`config.mk`:
```
export PLATFORM = sky130hd
export DESIGN_NAME = multdiv_shift_reg
export DESIGN_NICKNAME = d
export VERILOG_FILES = /design/src/rtl/multdiv_shift_reg.sv
export SDC_FILE = /design/constraint.sdc
export NUM_CORES = 1
export LEC_CHECK = 0
export CORE_MARGIN = 4
export CORE_UTILIZATION = 40
export CTS_CLUSTER_DIAMETER = 150
export DETAILED_ROUTE_END_ITERATION = 10
export PLACE_DENSITY = 0.76
export SLEW_MARGIN = 25
export SYNTH_ARGS = -nofsm -noshare
export SYNTH_HDL_FRONTEND = slang
export SYNTH_SLANG_ARGS = --single-unit
export TNS_END_PERCENT = 20
```
`constraint.sdc`:
```
create_clock -name clk -period 1.55 [get_ports clk]
set_input_delay 0.155 -clock clk [delete_from_list [all_inputs] [get_ports clk]]
set_output_delay 0.155 -clock clk [all_outputs]
set_load 0.02 [all_outputs]
```
`src/rtl/multdiv_shift_reg.sv`:
```
// multdiv_shift_reg: loadable shift register with autonomous counted shift runs
module multdiv_shift_reg #(
  parameter int WIDTH = 32,
  parameter int SHIFTS = 32,
  localparam int CNT_W = $clog2(SHIFTS + 1)
) (
  input  logic             clk,
  input  logic             clr_n,
  input  logic             in_en,
  input  logic [WIDTH-1:0] d,
  input  logic             start,
  input  logic             step,
  input  logic             dir,
  input  logic             arith,
  input  logic             ser_in,
  input  logic             out_en,
  output logic [WIDTH-1:0] out,
  output logic             shift_out,
  output logic             busy,
  output logic             done,
  output logic [CNT_W-1:0] cnt
);
  typedef enum logic {IDLE, RUN} state_t;
  state_t           state_q;
  logic [WIDTH-1:0] q_q, q_d;
  logic [CNT_W-1:0] cnt_q;
  logic             so_q, so_d, done_q, run_dir_q, run_arith_q, sh_dir, sh_arith;
  // A run uses the direction latched at start; a single step uses the live inputs
  always_comb begin
    sh_dir   = (state_q == RUN) ? run_dir_q : dir;
    sh_arith = (state_q == RUN) ? run_arith_q : arith;
    q_d      = sh_dir ? {sh_arith ? q_q[WIDTH-1] : ser_in, q_q[WIDTH-1:1]} : {q_q[WIDTH-2:0], ser_in};
    so_d     = sh_dir ? q_q[0] : q_q[WIDTH-1];
  end
  always_ff @(posedge clk) begin
    if (!clr_n) begin
      state_q     <= IDLE;
      q_q         <= '0;
      so_q        <= 1'b0;
      cnt_q       <= '0;
      done_q      <= 1'b0;
      run_dir_q   <= 1'b0;
      run_arith_q <= 1'b0;
    end else begin
      done_q <= 1'b0;
      if (in_en) begin
        q_q     <= d;
        cnt_q   <= '0;
        state_q <= (state_q == IDLE && start) ? RUN : IDLE;
        if (state_q == IDLE && start) begin
          run_dir_q   <= dir;
          run_arith_q <= arith;
        end
      end else if (state_q == RUN) begin
        q_q   <= q_d;
        so_q  <= so_d;
        cnt_q <= cnt_q + 1'b1;
        if (cnt_q == CNT_W'(SHIFTS - 1)) begin
          state_q <= IDLE;
          done_q  <= 1'b1;
        end
      end else if (start) begin
        run_dir_q   <= dir;
        run_arith_q <= arith;
        cnt_q       <= '0;
        state_q     <= RUN;
      end else if (step) begin
        q_q  <= q_d;
        so_q <= so_d;
      end
    end
  end
  assign out       = out_en ? q_q : '0;
  assign shift_out = so_q;
  assign busy      = (state_q == RUN);
  assign done      = done_q;
  assign cnt       = cnt_q;
endmodule
```
### After elaboration in Yosys (flattened, before gate mapping)

Cells that the tools add are included.

| operators by class | value |
|---|---|
| add/sub/neg operators | 1 |
| multipliers | 0 |
| div/mod/pow operators | 0 |
| order comparisons | 0 |
| equal/unequal tests | 5 |
| shift operators | 0 |
| mux-type cells | 29 |
| bitwise operators | 3 |
| reductions and logical operators | 10 |

Operators by type and width:

| kind | count |
|---|---|
| 32-bit two-way mux | 6 |
| 1-bit two-way mux | 21 |
| 6-bit two-way mux | 2 |
| 6-bit by 1-bit adder with 6-bit output, second input constant | 1 |
| 6-bit by 5-bit equality test with 1-bit output, second input constant | 1 |
| 3-bit AND reduction | 2 |
| 2-bit nonzero test | 3 |
| 2-bit by 1-bit inequality test with 1-bit output, second input constant | 2 |
| 3-bit by 2-bit inequality test with 1-bit output, second input constant | 1 |
| 1-bit NOT | 3 |
| 3-bit nonzero test | 1 |
| 3-bit OR reduction | 1 |
| 2-bit inequality test, second input constant | 1 |
| 2-bit AND reduction | 1 |
| 2-bit OR reduction | 1 |
| 1-bit logical AND | 1 |

| storage, ports and cells | value |
|---|---|
| register bits | 43 |
| latch bits | 0 |
| bits in writable memories | 0 |
| memory bits (read-only) | 0 |
| input bits | 41 |
| output and inout port bits | 41 |
| word-level logic and storage cells | 55 |
| memories kept | 0 |

### Logic depth before layout (Yosys ltp)

| logic depth | value |
|---|---|
| word-level depth | 7 |
| depth in mapped cells | 6 |

### Worst setup path before layout

OpenSTA, ideal clock, no wires.

| timing | value |
|---|---|
| kind | register -> register |
| start | register state_q (netlist: busy) |
| end | register q_q[13] |
| arrival | 1.525 ns |
| setup slack | -0.104 ns |
| stages on the path, launching flop included | 6 |
| buffers on the path | 2 |
| period minus slack after synthesis | 1.654 ns |
| path through | dfxtp_1 > buf_2 > mux2i_4 > buf_2 > mux2i_1 > o21ai_0 |

| between the ends | value |
|---|---|
| longest elaborated chain between the ends | 6 |
| elaborated cells on any way between the ends | 9 |
| classes of those cells | eq/ne: 1; mux: 6; reduce/logical: 2 |

RTL lines:

| element | RTL line | source |
|---|---|---|
| start, declared | 24 | `state_t state_q;` |
| start signal, assigned | 49 | `state_q <= (state_q == IDLE && start) ? RUN : IDLE;` |
| 1-bit two-way mux | 30 | `sh_dir = (state_q == RUN) ? run_dir_q : dir;` |
| 32-bit two-way mux | 32 | `q_d = sh_dir ? {sh_arith ? q_q[WIDTH-1] : ser_in, q_q[WIDTH-1:1]} : {q_q[WIDTH-2:0], ser_in};` |
| 32-bit two-way mux | 67 | `end else if (step) begin` |
| 32-bit two-way mux | 62 | `end else if (start) begin` |
| 32-bit two-way mux | 54 | `end else if (state_q == RUN) begin` |
| 32-bit two-way mux | 46 | `if (in_en) begin` |
| end signal, assigned | 55 | `q_q <= q_d;` |
| end signal, assigned | 68 | `q_q <= q_d;` |
| end, declared | 25 | `logic [WIDTH-1:0] q_q, q_d;` |

Parallel ways exist; a longest one is shown, timed or not. The select of a mux whose other input is x is not followed.
A chain may end at the register's enable or synchronous reset.

### Final worst setup path

| timing | value |
|---|---|
| start | register cnt_q[2] (netlist: cnt[2]) |
| end | output cnt[2] |

RTL lines:

| element | RTL line | source |
|---|---|---|
| start, declared | 26 | `logic [CNT_W-1:0] cnt_q;` |
| start signal, assigned | 57 | `cnt_q <= cnt_q + 1'b1;` |
| end, declared | 21 | `output logic [CNT_W-1:0] cnt` |

No word-level cell between the ends.

==> summary.txt <==
Place
  – Gpl congestion: slightly above 0.8
  – HPWL Detailed: 4210 um
  – Port Buffer Count: ~80

Timing
  – Least-Margin Pin Slew: between 0.3 and 0.4 ns
  – Final hold vios: 0
  – Final worst path period need: about 1.5 ns
  – Fin crit share: 0.953
  – Max Slew Vio Count: 0
  – Max-slew headroom: 0.752
  – Clk_skew: about 0.0063 ns
  – Hold Slack: between 0.4 and 0.5 ns
  – RSZ-0062 raised after global routing: false
  – Fmax: just under 0.7 GHz
  – Final setup fails: 0

Die
  – I/O Pins: between 80 and 90
  – Initial core utilization: 0.422
  – Number of placement rows: 26
  – Core Area: 0.00520 sq mm
  – Die H: just over 80 um
  – Die area: ~0.0067 sq mm
  – Die Width: between 80 and 90 um

Flow run
  – Max-Cap Viols: 0

Worst setup path
  – Reg2reg start: busy
  – Worst setup path startpoint: cnt[2]
  – CP peak stage delay: roughly 0.63 ns
  – CP Launch Type: flop
  – CP Class: flop to output pin
  – CP Cell Sequence: clkdlybuf4s50_1
  – Critical path's slowest cell: clkdlybuf4s50_1
  – FF-to-FF End: q_q[15]
  – Crit path max fanout: 6
  – Worst path bufs/invs: 1
  – Critical Path Stages: 1
  – R2R cell count: 4
  – Critical path data required time: 1.39 ns
  – CP delay by family, top: buffers and inverters
  – Setup crit end kind: output pin
  – Data arrival, critical path: 1.32 ns
  – Reg2reg setup slack: 0.10 ns

Worst hold path
  – Worst Hold Class: primary input to flop
  – Min-delay src: d[31]
  – Hold EP: q_q[31]
  – Hold Path Cell Cnt: 3

CTS
  – CTS Buf Count: 5
  – Clock sink total: 43
  – Longest Clk Path Bufs: 2
  – Worst-path clk slew: 0.08 ns
  – H-Tree Depth: 2
  – Root Buffer: clkbuf_8
  – Clock latency on the worst-skew pair: 0.29 ns
  – Setup bufs post-CTS: 0
  – CTS tree: done

Finish
  – Layout cell share with drive strength beyond 1: 0.0896
  – Final core utilization: 0.630
  – Ant diodes: 0
  – Nets@finish: around 380
  – Area Growth Syn to Fin: 49.1%
  – Layout fillers: 519

Yosys
  – Synth Cell Area: 0.00220 sq mm
  – Yosys reg bits: 43
  – Top FF cell, synth: dfxtp_1
  – Register area share after synthesis: 0.392
  – FFs w/ async S/R, synth: 0
  – Number of synthesized flops with an enable pin: 0
  – Distinct cell type count after synthesis: 31
  – Syn nets: around 290
  – Syn_area_per_cell: 8.94 sq um
  – Post-Syn Instances: roughly 250
  – Yosys synthesis warning count: 0

Pwr
  – Sequential share of power: 0.485
  – Worst IR Drop VDD: approximately 0.36 mV
  – Clock power frac: 0.300
  – Sw Share: 0.265
  – Leak: ~0.0014 uW
  – Combinational power share: 0.214
  – Sw Pwr: between 600 and 700 uW
  – Pwr Density: about 780 mW/mm^2
  – Final Power: around 2500 uW
  – Cell Int Power: 1870 uW

Drt
  – Routed len/inst: ~14 um
  – Via/cell ratio: between 5 and 6
  – Routed via count: between 2,000 and 2,500
  – Post-route ant nets: 0
  – M1 WL: between 2000 and 3000 um
  – Metal2 WL: roughly 2700 um
  – Post-Route WL: ~5700 um
  – Uppermost routed layer: met4
  – 1st-pass router iterations: 4
  – Initial DRC Count: between 100 and 150
  – Detailed-route DRC error count: 0
  – Met3 wire length: roughly 340 um

Global route
  – Remaining Overflow, GRT: 0
  – First-pass GRT wire length: roughly 9400 um
  – Initial antenna violation count: 0
  – Number of global-route vias before repair: ~2,000
  – Largest net degree at the start of global routing: 33
  – All-Layer GR Usage: 0.176

Run status
  – Status: finished clean
[cell usage after synthesis, types with 4 or more instances]
cell type  instances  area [sq um]
nand3_1            5          25.0
dfxtp_1           43           861
o21ai_1            4          20.0
clkbuf_1          11          41.3
and2_1            33           206
a22oi_1           31           233
buf_2              7          35.0
nor2_1             7          26.3
o21ai_0           33           165
nand2_1            6          22.5
mux2i_1           34           340
a21oi_1            5          25.0
[layout by cell type (no fill, tap or decap), types with 2 or more instances in the layout]
cell,instances
a21boi_0,3
a21oi_1,5
a22oi_1,31
and2_1,33
buf_12,4
buf_4,15
clkbuf_8,7
clkdlybuf4s50_1,48
dfxtp_1,43
dlygate4sd2_1,33
mux2i_1,34
nand2_1,6
nand2b_1,2
nand3_1,5
nand3b_1,2
nor2_1,7
nor2b_1,3
o21ai_0,32
o21ai_1,4
or3_1,2
[per-layer routing]
layer	vias up	global-route usage
met3	6	0.0423
li1	1071	-
met2	55	0.289
met1	979	0.229
met4	0	0.0498
met5	-	0
[logic make-up (layout without fill, tap and decap cells)]
| family | after synthesis | after routing | share of synthesized area |
|---|---|---|---|
| adders and majority gates | 1 | 1 | 0.00569 |
| muxes | 35 | 35 | 0.165 |
| DFF | 43 | 43 | 0.392 |
| buffers and inverters | 20 | 109 | 0.0381 |
| and+or+nand+nor | 68 | 68 | 0.177 |
| AOI/OAI and AO/OA | 79 | 79 | 0.223 |
[power groups by stage]
stage          Sequential [uW]  Clock [uW]  Combinational [uW]
2_1_floorplan             1240           0                 299
3_3_place_gp              1260           0                 568
3_5_place_dp              1260           0                 576
4_1_cts                   1230         790                 551
5_1_grt                   1240         840                 594
6_report                  1230         763                 545
[how the worst max path moves through the flow]
stage | endpoint
finish | cnt[2]
global route | q_q[17]
CTS | cnt[2]
detailed placement | out[30]
global placement | out[30]
floorplan | q_q[31]
[state kept, by name, indices dropped and copies added (netlist names)]
register     flops
done             1
cnt              6
run_dir_q        1
run_arith_q      1
shift_out        1
busy             1
q_q             32
[stage by stage]
step / setup slack (ns) / instances / cell area [sq um] / setup TNS (ns)
3_3_place_gp: -0.194 / 397 / 3220 / -8.19
2_1_floorplan: 0.000838 / 246 / 2210 / 0
5_1_grt: 0.0102 / 405 / 3280 / 0
3_5_place_dp: -0.199 / 397 / 3220 / -8.54
6_report: 0.0726 / 405 / 3280 / 0
4_1_cts: 0.0578 / 405 / 3280 / 0
[worst register-to-register path: cells and delay by family (launching register included)]
kind                   cells  cell delay, ns
multiplexers               2            0.55
flip-flops                 1            0.39
buffers and inverters      1            0.29
AO/OA/AOI/OAI              1            0.09
[cell type report]
class / instances / area (sq um) / share of cell area
clock buffers: 8 / 100 / 0.0305
well taps: 70 / 87.6 / 0.0267
repair buffers: 100 / 962 / 0.294
multi-input cells: 183 / 1260 / 0.385
flip-flops and latches: 43 / 861 / 0.263
inverters: 1 / 3.75 / 0.00115
[what timing repair did]
action	in CTS	in global routing
gates resized for setup	33	0
setup endpoints to repair	33	0
hold endpoints to repair	0	0
hold buffers	0	0
Note: power is estimated with default switching activity, not from simulation.
